===== src/rtl/counter_pkg.sv =====
// Shared definitions for the counter reporter.
// - state_e     : frame FSM states
// - HDR_DEFAULT : default frame header byte
// - frame_len() : bytes in one frame for a given counter width
package counter_pkg;

   typedef enum logic [2:0] {
      IDLE   = 3'd0,
      S_HDR  = 3'd1,
      S_C0   = 3'd2,
      S_C1   = 3'd3,
      S_CSUM = 3'd4
   } state_e;

   localparam logic [7:0] HDR_DEFAULT = 8'hA5;

   // Header + two counters of cnt_w/8 bytes each + checksum byte.
   function automatic int frame_len(input int cnt_w);
      return 2 * (cnt_w / 8) + 2;
   endfunction

endpackage


===== src/rtl/counter_reporter.sv =====
// Captures two counter values on a snap request and streams them as a byte
// frame (HDR, Count0 MSB..LSB, Count1 MSB..LSB, XOR checksum) over a
// valid/ready interface. Snaps that arrive while a frame is busy are counted.
// Ports:
//   clk_i        rising-edge clock
//   rst_ni       asynchronous active-low reset
//   snap_i       capture-and-send request, one request per high cycle
//   count0_i     counter value 0
//   count1_i     counter value 1
//   tx_data_o    frame byte (registered)
//   tx_valid_o   tx_data_o valid (registered)
//   tx_ready_i   sink accepts the byte when tx_valid_o && tx_ready_i
//   busy_o       frame in progress
//   drop_cnt_o   saturating count of rejected snaps
module counter_reporter
   import counter_pkg::*;
#(
   parameter int         CNT_W = 64,
   parameter logic [7:0] HDR   = HDR_DEFAULT
) (
   input  logic             clk_i,
   input  logic             rst_ni,
   input  logic             snap_i,
   input  logic [CNT_W-1:0] count0_i,
   input  logic [CNT_W-1:0] count1_i,
   output logic [7:0]       tx_data_o,
   output logic             tx_valid_o,
   input  logic             tx_ready_i,
   output logic             busy_o,
   output logic [7:0]       drop_cnt_o
);

   localparam int N     = CNT_W / 8;
   localparam int IDX_W = (N > 1) ? $clog2(N) : 1;
   localparam logic [IDX_W-1:0] IDX_ZERO = {IDX_W{1'b0}};
   localparam logic [IDX_W-1:0] IDX_ONE  = IDX_W'(1);
   localparam logic [IDX_W-1:0] IDX_LAST = IDX_W'(N - 1);

   state_e           state_q, state_d;
   logic [IDX_W-1:0] idx_q, idx_d;
   logic [CNT_W-1:0] cap0_q, cap0_d;
   logic [CNT_W-1:0] cap1_q, cap1_d;
   logic [7:0]       csum_q, csum_d;
   logic [7:0]       data_q, data_d;
   logic             valid_q, valid_d;
   logic [7:0]       drop_q, drop_d;
   logic             accept_s;
   logic             take_snap_s;

   // Byte i of a captured value, counted from the MSB end.
   function automatic logic [7:0] sel_byte(input logic [CNT_W-1:0] v,
                                           input logic [IDX_W-1:0] i);
      return 8'(v >> (8 * (N - 1 - int'(i))));
   endfunction

   assign accept_s = valid_q & tx_ready_i;

   // Next-state logic: the byte for the next position is prepared on accept,
   // so the outputs stay registered and never bubble inside a frame.
   always_comb begin
      state_d     = state_q;
      idx_d       = idx_q;
      cap0_d      = cap0_q;
      cap1_d      = cap1_q;
      csum_d      = csum_q;
      data_d      = data_q;
      valid_d     = valid_q;
      take_snap_s = 1'b0;

      case (state_q)
         IDLE: begin
            if (snap_i) begin
               take_snap_s = 1'b1;
            end else begin
               valid_d = 1'b0;
            end
         end
         S_HDR: begin
            if (accept_s) begin
               state_d = S_C0;
               idx_d   = IDX_ZERO;
               data_d  = sel_byte(cap0_q, IDX_ZERO);
            end else begin
               state_d = S_HDR;
            end
         end
         S_C0: begin
            if (accept_s) begin
               csum_d = csum_q ^ data_q;
               if (idx_q == IDX_LAST) begin
                  state_d = S_C1;
                  idx_d   = IDX_ZERO;
                  data_d  = sel_byte(cap1_q, IDX_ZERO);
               end else begin
                  idx_d  = idx_q + IDX_ONE;
                  data_d = sel_byte(cap0_q, idx_q + IDX_ONE);
               end
            end else begin
               state_d = S_C0;
            end
         end
         S_C1: begin
            if (accept_s) begin
               csum_d = csum_q ^ data_q;
               if (idx_q == IDX_LAST) begin
                  // Checksum byte already includes the byte being accepted now.
                  state_d = S_CSUM;
                  idx_d   = IDX_ZERO;
                  data_d  = csum_q ^ data_q;
               end else begin
                  idx_d  = idx_q + IDX_ONE;
                  data_d = sel_byte(cap1_q, idx_q + IDX_ONE);
               end
            end else begin
               state_d = S_C1;
            end
         end
         S_CSUM: begin
            if (accept_s && snap_i) begin
               take_snap_s = 1'b1;
            end else if (accept_s) begin
               state_d = IDLE;
               valid_d = 1'b0;
               data_d  = 8'h00;
            end else begin
               state_d = S_CSUM;
            end
         end
         default: begin
            state_d = IDLE;
            valid_d = 1'b0;
            data_d  = 8'h00;
         end
      endcase

      if (take_snap_s) begin
         cap0_d  = count0_i;
         cap1_d  = count1_i;
         csum_d  = HDR;
         data_d  = HDR;
         valid_d = 1'b1;
         idx_d   = IDX_ZERO;
         state_d = S_HDR;
      end else begin
         cap0_d = cap0_d;
      end

      if (snap_i && !take_snap_s && (drop_q != 8'hFF)) begin
         drop_d = drop_q + 8'd1;
      end else begin
         drop_d = drop_q;
      end
   end

   // State and output registers; reset aborts any frame immediately.
   always_ff @(posedge clk_i or negedge rst_ni) begin
      if (!rst_ni) begin
         state_q <= IDLE;
         idx_q   <= IDX_ZERO;
         cap0_q  <= {CNT_W{1'b0}};
         cap1_q  <= {CNT_W{1'b0}};
         csum_q  <= 8'h00;
         data_q  <= 8'h00;
         valid_q <= 1'b0;
         drop_q  <= 8'h00;
      end else begin
         state_q <= state_d;
         idx_q   <= idx_d;
         cap0_q  <= cap0_d;
         cap1_q  <= cap1_d;
         csum_q  <= csum_d;
         data_q  <= data_d;
         valid_q <= valid_d;
         drop_q  <= drop_d;
      end
   end

   assign tx_data_o  = data_q;
   assign tx_valid_o = valid_q;
   assign busy_o     = (state_q != IDLE);
   assign drop_cnt_o = drop_q;

endmodule

===== config.mk =====
export PLATFORM = sky130hd
export DESIGN_NAME = counter_reporter
export DESIGN_NICKNAME = d
export VERILOG_FILES = /design/src/rtl/counter_pkg.sv /design/src/rtl/counter_reporter.sv
export SDC_FILE = /design/constraint.sdc
export NUM_CORES = 1
export LEC_CHECK = 0
export CORE_UTILIZATION = 47
export DETAILED_ROUTE_END_ITERATION = 12
export PLACE_DENSITY = 0.76
export SLEW_MARGIN = 20
export SYNTH_ARGS = -nofsm -noshare
export SYNTH_HDL_FRONTEND = slang
export SYNTH_SLANG_ARGS = --single-unit

===== constraint.sdc =====
create_clock -name clk_i -period 1.97 [get_ports clk_i]
set_clock_uncertainty 0.1 [all_clocks]
set_input_delay 0.591 -clock clk_i [delete_from_list [all_inputs] [get_ports clk_i]]
set_output_delay 0.591 -clock clk_i [all_outputs]
set_load 0.02 [all_outputs]

-- Word-level counts from Yosys, hierarchy flattened
Index checks and enable logic that the tools add are counted.
- $add $sub $neg: 3
- equal/unequal tests: 17
- shift operators: 2
- muxes and demuxes: 34
- bitwise gates (word level): 2
- reductions and logical operators: 16
- operators with widths (operator ; number):
    >> shifter 64 x 32 -> 8 bit ; 2
    two-way mux 8 bit ; 11
    one-hot mux 8 bit (5 select lines) ; 1
    two-way mux 3 bit ; 11
    inequality test 3 bit, second input constant ; 6
    one-hot mux 3 bit (5 select lines) ; 1
    adder 8 x 1 -> 8 bit, second input constant ; 1
    inequality test 4 bit, second input constant ; 2
    inequality test 8 bit, second input constant ; 1
    AND reduction 4 bit ; 2
    XOR 8 bit ; 1
    equality test 3 x 2 -> 1 bit, second input constant ; 2
    equality test 3 bit, second input constant ; 2
    two-way mux 1 bit ; 6
    one-hot mux 3 bit (2 select lines) ; 1
    AND reduction 6 bit ; 1
    nonzero test 3 bit ; 2
    nonzero test 2 bit ; 2
    subtractor 3 x 3 -> 4 bit, first input constant ; 1
    adder 3 x 1 -> 3 bit, second input constant ; 1
    equality test 3 x 1 -> 1 bit, second input constant ; 1
    logical AND 1 bit ; 3
    logical NOT 3 bit ; 1
    inequality test 3 x 1 -> 1 bit, second input constant ; 1
    other kinds (11) ; 11
- bits in registers: 159
- input bits: 132
- output and inout bits: 18
- logic and storage cells: 82

-- Depth between registers and ports, before layout
- word-level depth: 7
- mapped depth: 9
- depth with buffers taken out: 7

-- Worst setup path after synthesis
No wires, ideal clock.
- kind: register -> register
- start: reg idx_q[0]
- end: reg data_q[1], in the netlist tx_data_o[1]
- setup time: 0.131 ns
- arrival: 1.897 ns
- required time: 1.739 ns
- slack: -0.158 ns
- stages on the path, launching flop included: 10
- path buffers: 2
- period minus slack after synthesis: 2.128 ns
- cells stage by stage: dfrtp_1 > ha_1 > ha_1 > buf_6 > buf_12 > nor2_1 > a22o_1 > nor3_1 > a211oi_1 > o21ai_1
- word-level cells in the longest chain between the ends: 7
- elaborated cells on any way between the ends: 11
- classes of those cells: add/sub (2); eq/ne (1); shift (2); mux (6)
- ends and longest elaborated chain (item ; line ; source):
    start, declared ; counter_reporter.sv:40 ; logic [IDX_W-1:0] idx_q, idx_d;
    start signal, assigned ; counter_reporter.sv:168 ; idx_q <= idx_d;
    adder 3 x 1 -> 3 bit ; counter_reporter.sv:96, counter_reporter.sv:112 ;
    subtractor 3 x 3 -> 4 bit ; counter_reporter.sv:53 ; return 8'(v >> (8 * (N - 1 - int'(i))));
    >> shifter 64 x 32 -> 8 bit ; counter_reporter.sv:53 ;
    two-way mux 8 bit (on tied branches) ; counter_reporter.sv:105, counter_reporter.sv:90 ;
    two-way mux 8 bit (on tied branches) ; counter_reporter.sv:103, counter_reporter.sv:88 ;
    one-hot mux 8 bit (5 select lines) (*) ; counter_reporter.sv:70 ; case (state_q)
    two-way mux 8 bit (*) ; counter_reporter.sv:136 ; if (take_snap_s) begin
    end signal, assigned ; counter_reporter.sv:172 ; data_q <= data_d;
    end, declared ; counter_reporter.sv:44 ; logic [7:0] data_q, data_d;
Every way passes the cells marked *; elsewhere a longest branch is shown, timed or not. The select of a mux whose other input is x is not followed.
A chain may end at the register's enable or synchronous reset.

-- Worst setup path after layout
- start: reg idx_q[1]
- end: reg data_q[5], in the netlist tx_data_o[5]
The elaborated chain is that of the path after synthesis.

==> summary.md <==
| Metric | Value |
|---|---|
| Grt total ovfl | 0 |
| Cells on Worst Hold Path | 2 |
| Worst hold slack | 0.374 ns |
| Fill cell count | 1,272 |
| Sequential standard cell area | 0.00398 mm^2 |
| Syn Std Cell Area | 0.00769 mm^2 |
| Final Max Slew Viols | 0 |
| Number of core rows | between 40 and 50 |
| Via-to-Cell Ratio | between 5 and 6 |
| Clk_lat worst skew | 0.43 ns |
| Status | finished, violations left |
| Cells after DPL | 1,223 |
| Synth Area in XOR/XNOR | 0.0217 |
| Final Setup Violations | 5 |
| Slowest library cell on the worst path | mux4_2 |
| Peak fanout along the critical path | 8 |
| Top cell family by delay on the critical path | multiplexers |
| CP Capture Type | flop |
| Critical-path cell list | ha_4 > ha_4 > buf_12 > mux2i_1 > mux4_2 > inv_4 > o21ai_2 > a41oi_2 |
| Power density over the cells | 699 mW/mm^2 |
| DRC viols | 0 |
| CP Data Required Time | between 2 and 2.5 ns |
| WHS Endpoint | cap0_q[6] |
| Final worst path period share | 1.05 |
| Ys flop type | dfrtp_1 |
| DRT Pass-1 Iters | 6 |
| Wire length per cell | between 15 and 20 um |
| Largest area contributor in the netlist | dfrtp_1 |
| Crit path DAT | 2.33 ns |
| Max incr delay on CP | 0.49 ns |
| Initial antenna violation count | 0 |
| Worst Slack Setup Final | -0.105 ns |
| Root Driver | clkbuf_16 |
| Setup Crit Path Kind | flop to flop |
| RSZ-0062 raised after global routing | true |
| Synthesis Warnings | 0 |
| Fmax | 482 MHz |
| Via count | 6,549 |
| Main combinational cell family by area after synthesis | simple AND/OR/NAND/NOR gates |
| GP Congestion | 0.896 |
| Asr flop ratio synth | 1.00 |
| Synth Area in Compound Gates | 0.0793 |
| Mapped Nets | 996 |
| Total Routing Usage GR | 0.255 |
| Port Buf Inserts | between 100 and 150 |
| Post-synthesis simple-gate area fraction | 0.233 |
| EDFF count, synth | 0 |
| Sequential-to-total area share from yosys stat | 0.518 |
| Worst r2r dst | tx_data_o[5] |
| Sink Count | 159 |
| Routed Antenna Nets | 0 |
| Wirelength, routed | 20,500 um |
| Number of buffers created by CTS | 17 |
| Type of origin of the critical path | flop |
| Starting Density | 0.482 |
| Final #Nets | 1,167 |
| Ant diodes | 0 |
| Die Ht | 130 um |
| Synth top area cells | dfrtp_1 52%, nand2_1 20%, mux2i_1 6.4%, mux4_2 2.3%, buf_2 1.8% |
| Vias in the first global route | 6,514 |
| Reg2Reg Setup Slack | -0.11 ns |
| Drt initial violations | 488 |
| IO Count | 150 |
| Leak | 5.04 nW |
| VDD IR-drop max | 0.631 mV |
| Largest net degree at the start of global routing | 50 |
| Max_cap viols | 0 |
| Core ar. | 0.0159 mm^2 |
| Setup TNS | -0.405 ns |
| Die area | around 0.017 mm^2 |
| Final count of hold timing violations | 0 |
| Multi-input gate area | 0.00351 mm^2 |
| Clk slew on worst S/H paths | approximately 0.060 ns |
| Crit path top cell by count | ha_4 |
| Adder-Cell Fraction of Synth Area | 0.00488 |
| Global-route wire length before repair | ~32,000 um |
| Worst slew pin tran | ~0.44 ns |
| Worst reg2reg path depth | 8 |
| Max-Slew Margin vs Limit | 0.705 |
| Max clock buf depth | 2 |
| Most numerous cell in the Yosys netlist | nand2_1 |
| HP Start | cap0_q[6] |
| Class of the worst hold path | flop to flop |
| Worst reg2reg startpoint | idx_q[1] |
| Layout area overhead | 36.4% |
| DIE WIDTH | 130 um |
| Netlist cell types | 44 |
| Layout Cells excl Fill | 1,261 |
| Failing checks | setup timing |
| HPWL Detailed | 14,700 um |
| Syn avg cell area | 8.93 um^2 |
| Synth top cells by count | 400 x nand2_1, 159 x dfrtp_1, 49 x mux2i_1, 27 x buf_2, 24 x nor2_1 |
| H-Tree Depth | 4 |
| Synthesized netlist cell count | 861 |
| Fin crit period | 2.08 ns |
| CTS tree | yes |
| Layout cell share with drive strength beyond 1 | 0.127 |
| CP bufs+invs | 2 |
| Synthesized flop and latch total | 159 |
| Multiplexer share of the synthesized area | 0.0960 |
| Synth top area share | 0.518 |
[sequential cells by signal (all words and copies together), names as in the netlist]
register    count
cap0_q         64
cap1_q         64
csum_q          8
drop_cnt_o      8
tx_data_o       8
idx_q           3
state_q         3
tx_valid_o      1
[final cells by class]
| class | instances | share of cell area |
|---|---|---|
| sequential | 159 | 0.380 |
| timing repair buffer | 202 | 0.196 |
| inverter | 17 | 0.00692 |
| multi-input combinational | 635 | 0.335 |
| clock inverter | 13 | 0.0132 |
| tap | 216 | 0.0258 |
| clock buffer | 19 | 0.0432 |
[report_power, final]
| part | internal (mW) | switching [mW] | leakage (nW) |
|---|---|---|---|
| registers | 3.33 | 0.0861 | 2.18 |
| clock network | 1.93 | 1.35 | 0.277 |
| logic | 0.367 | 0.271 | 2.58 |
[what timing repair did]
item | in CTS | in global routing
cloned | 0 | 1
gates resized for setup | 47 | 18
hold buffers | 1 | 0
pin swaps | 7 | 12
setup buffers | 1 | 3
setup endpoints to repair | 26 | 13
hold endpoints to repair | 26 | 0
[through the flow]
stage | instance area [um^2] | util | total power [mW] | worst slack (ns)
5_1_grt | 10500 | 0.658 | 7.57 | -0.176
3_3_place_gp | 9690 | 0.608 | 4.14 | -0.230
2_1_floorplan | 7720 | - | 3.64 | -0.0423
3_5_place_dp | 9690 | 0.608 | 4.16 | -0.249
6_report | 10500 | 0.658 | 7.34 | -0.105
4_1_cts | 10400 | 0.651 | 7.38 | -0.124
[cell usage in the layout, fill, tap and decap left out, types with 4 or more instances in the layout]
cell,instances
a211oi_1,7
o21ai_0,17
a21oi_1,20
buf_4,36
buf_6,4
a22o_1,5
xnor2_1,14
dfrtp_1,158
o22ai_2,5
dlygate4sd2_1,13
nor2b_1,4
buf_12,11
nor2_1,22
a32oi_1,5
clkinvlp_4,5
a22oi_1,8
mux2i_1,47
xor2_1,5
o21ai_1,6
clkdlybuf4s15_1,4
clkbuf_16,18
clkdlybuf4s50_1,130
nand2_1,399
clkinv_2,6
inv_1,11
nand3_1,9
mux4_2,8
and3_1,4
[tightest hold or removal path, cell delays in order, from the launching register on]
cell     delay, ns
dfrtp_1       0.34
nand2_1       0.05
nand2_1       0.06
[how the worst max path moves through the flow]
stage	from	endpoint	slack (ns)	depth (start not counted)
after CTS	idx_q[0]	tx_data_o[5]	-0.12	8
after global routing	idx_q[0]	tx_data_o[5]	-0.18	8
final	idx_q[1]	tx_data_o[5]	-0.11	8
after detailed placement	tx_ready_i	cap1_q[58]	-0.25	6
after floorplan	idx_q[1]	tx_data_o[5]	-0.04	9
after global placement	tx_ready_i	cap1_q[56]	-0.23	6
[metal layers]
layer / up-vias / part of all wire / track usage
met5: - / 0 / 0
met4: 0 / 0.021 / 0.102
met3: 32 / 0.061 / 0.0525
met2: 201 / 0.48 / 0.399
met1: 3160 / 0.44 / 0.349
li1: 3156 / - / -
[logic make-up after synthesis]
| logic type | Yosys count |
|---|---|
| xor gates and xnor gates | 19 |
| AOI/OAI and AO/OA | 91 |
| muxes | 63 |
| and+or+nand+nor | 459 |
| DFF | 159 |
| buffers and inverters | 67 |
| adders and majority gates | 3 |
(Power assumes the default switching activity.)
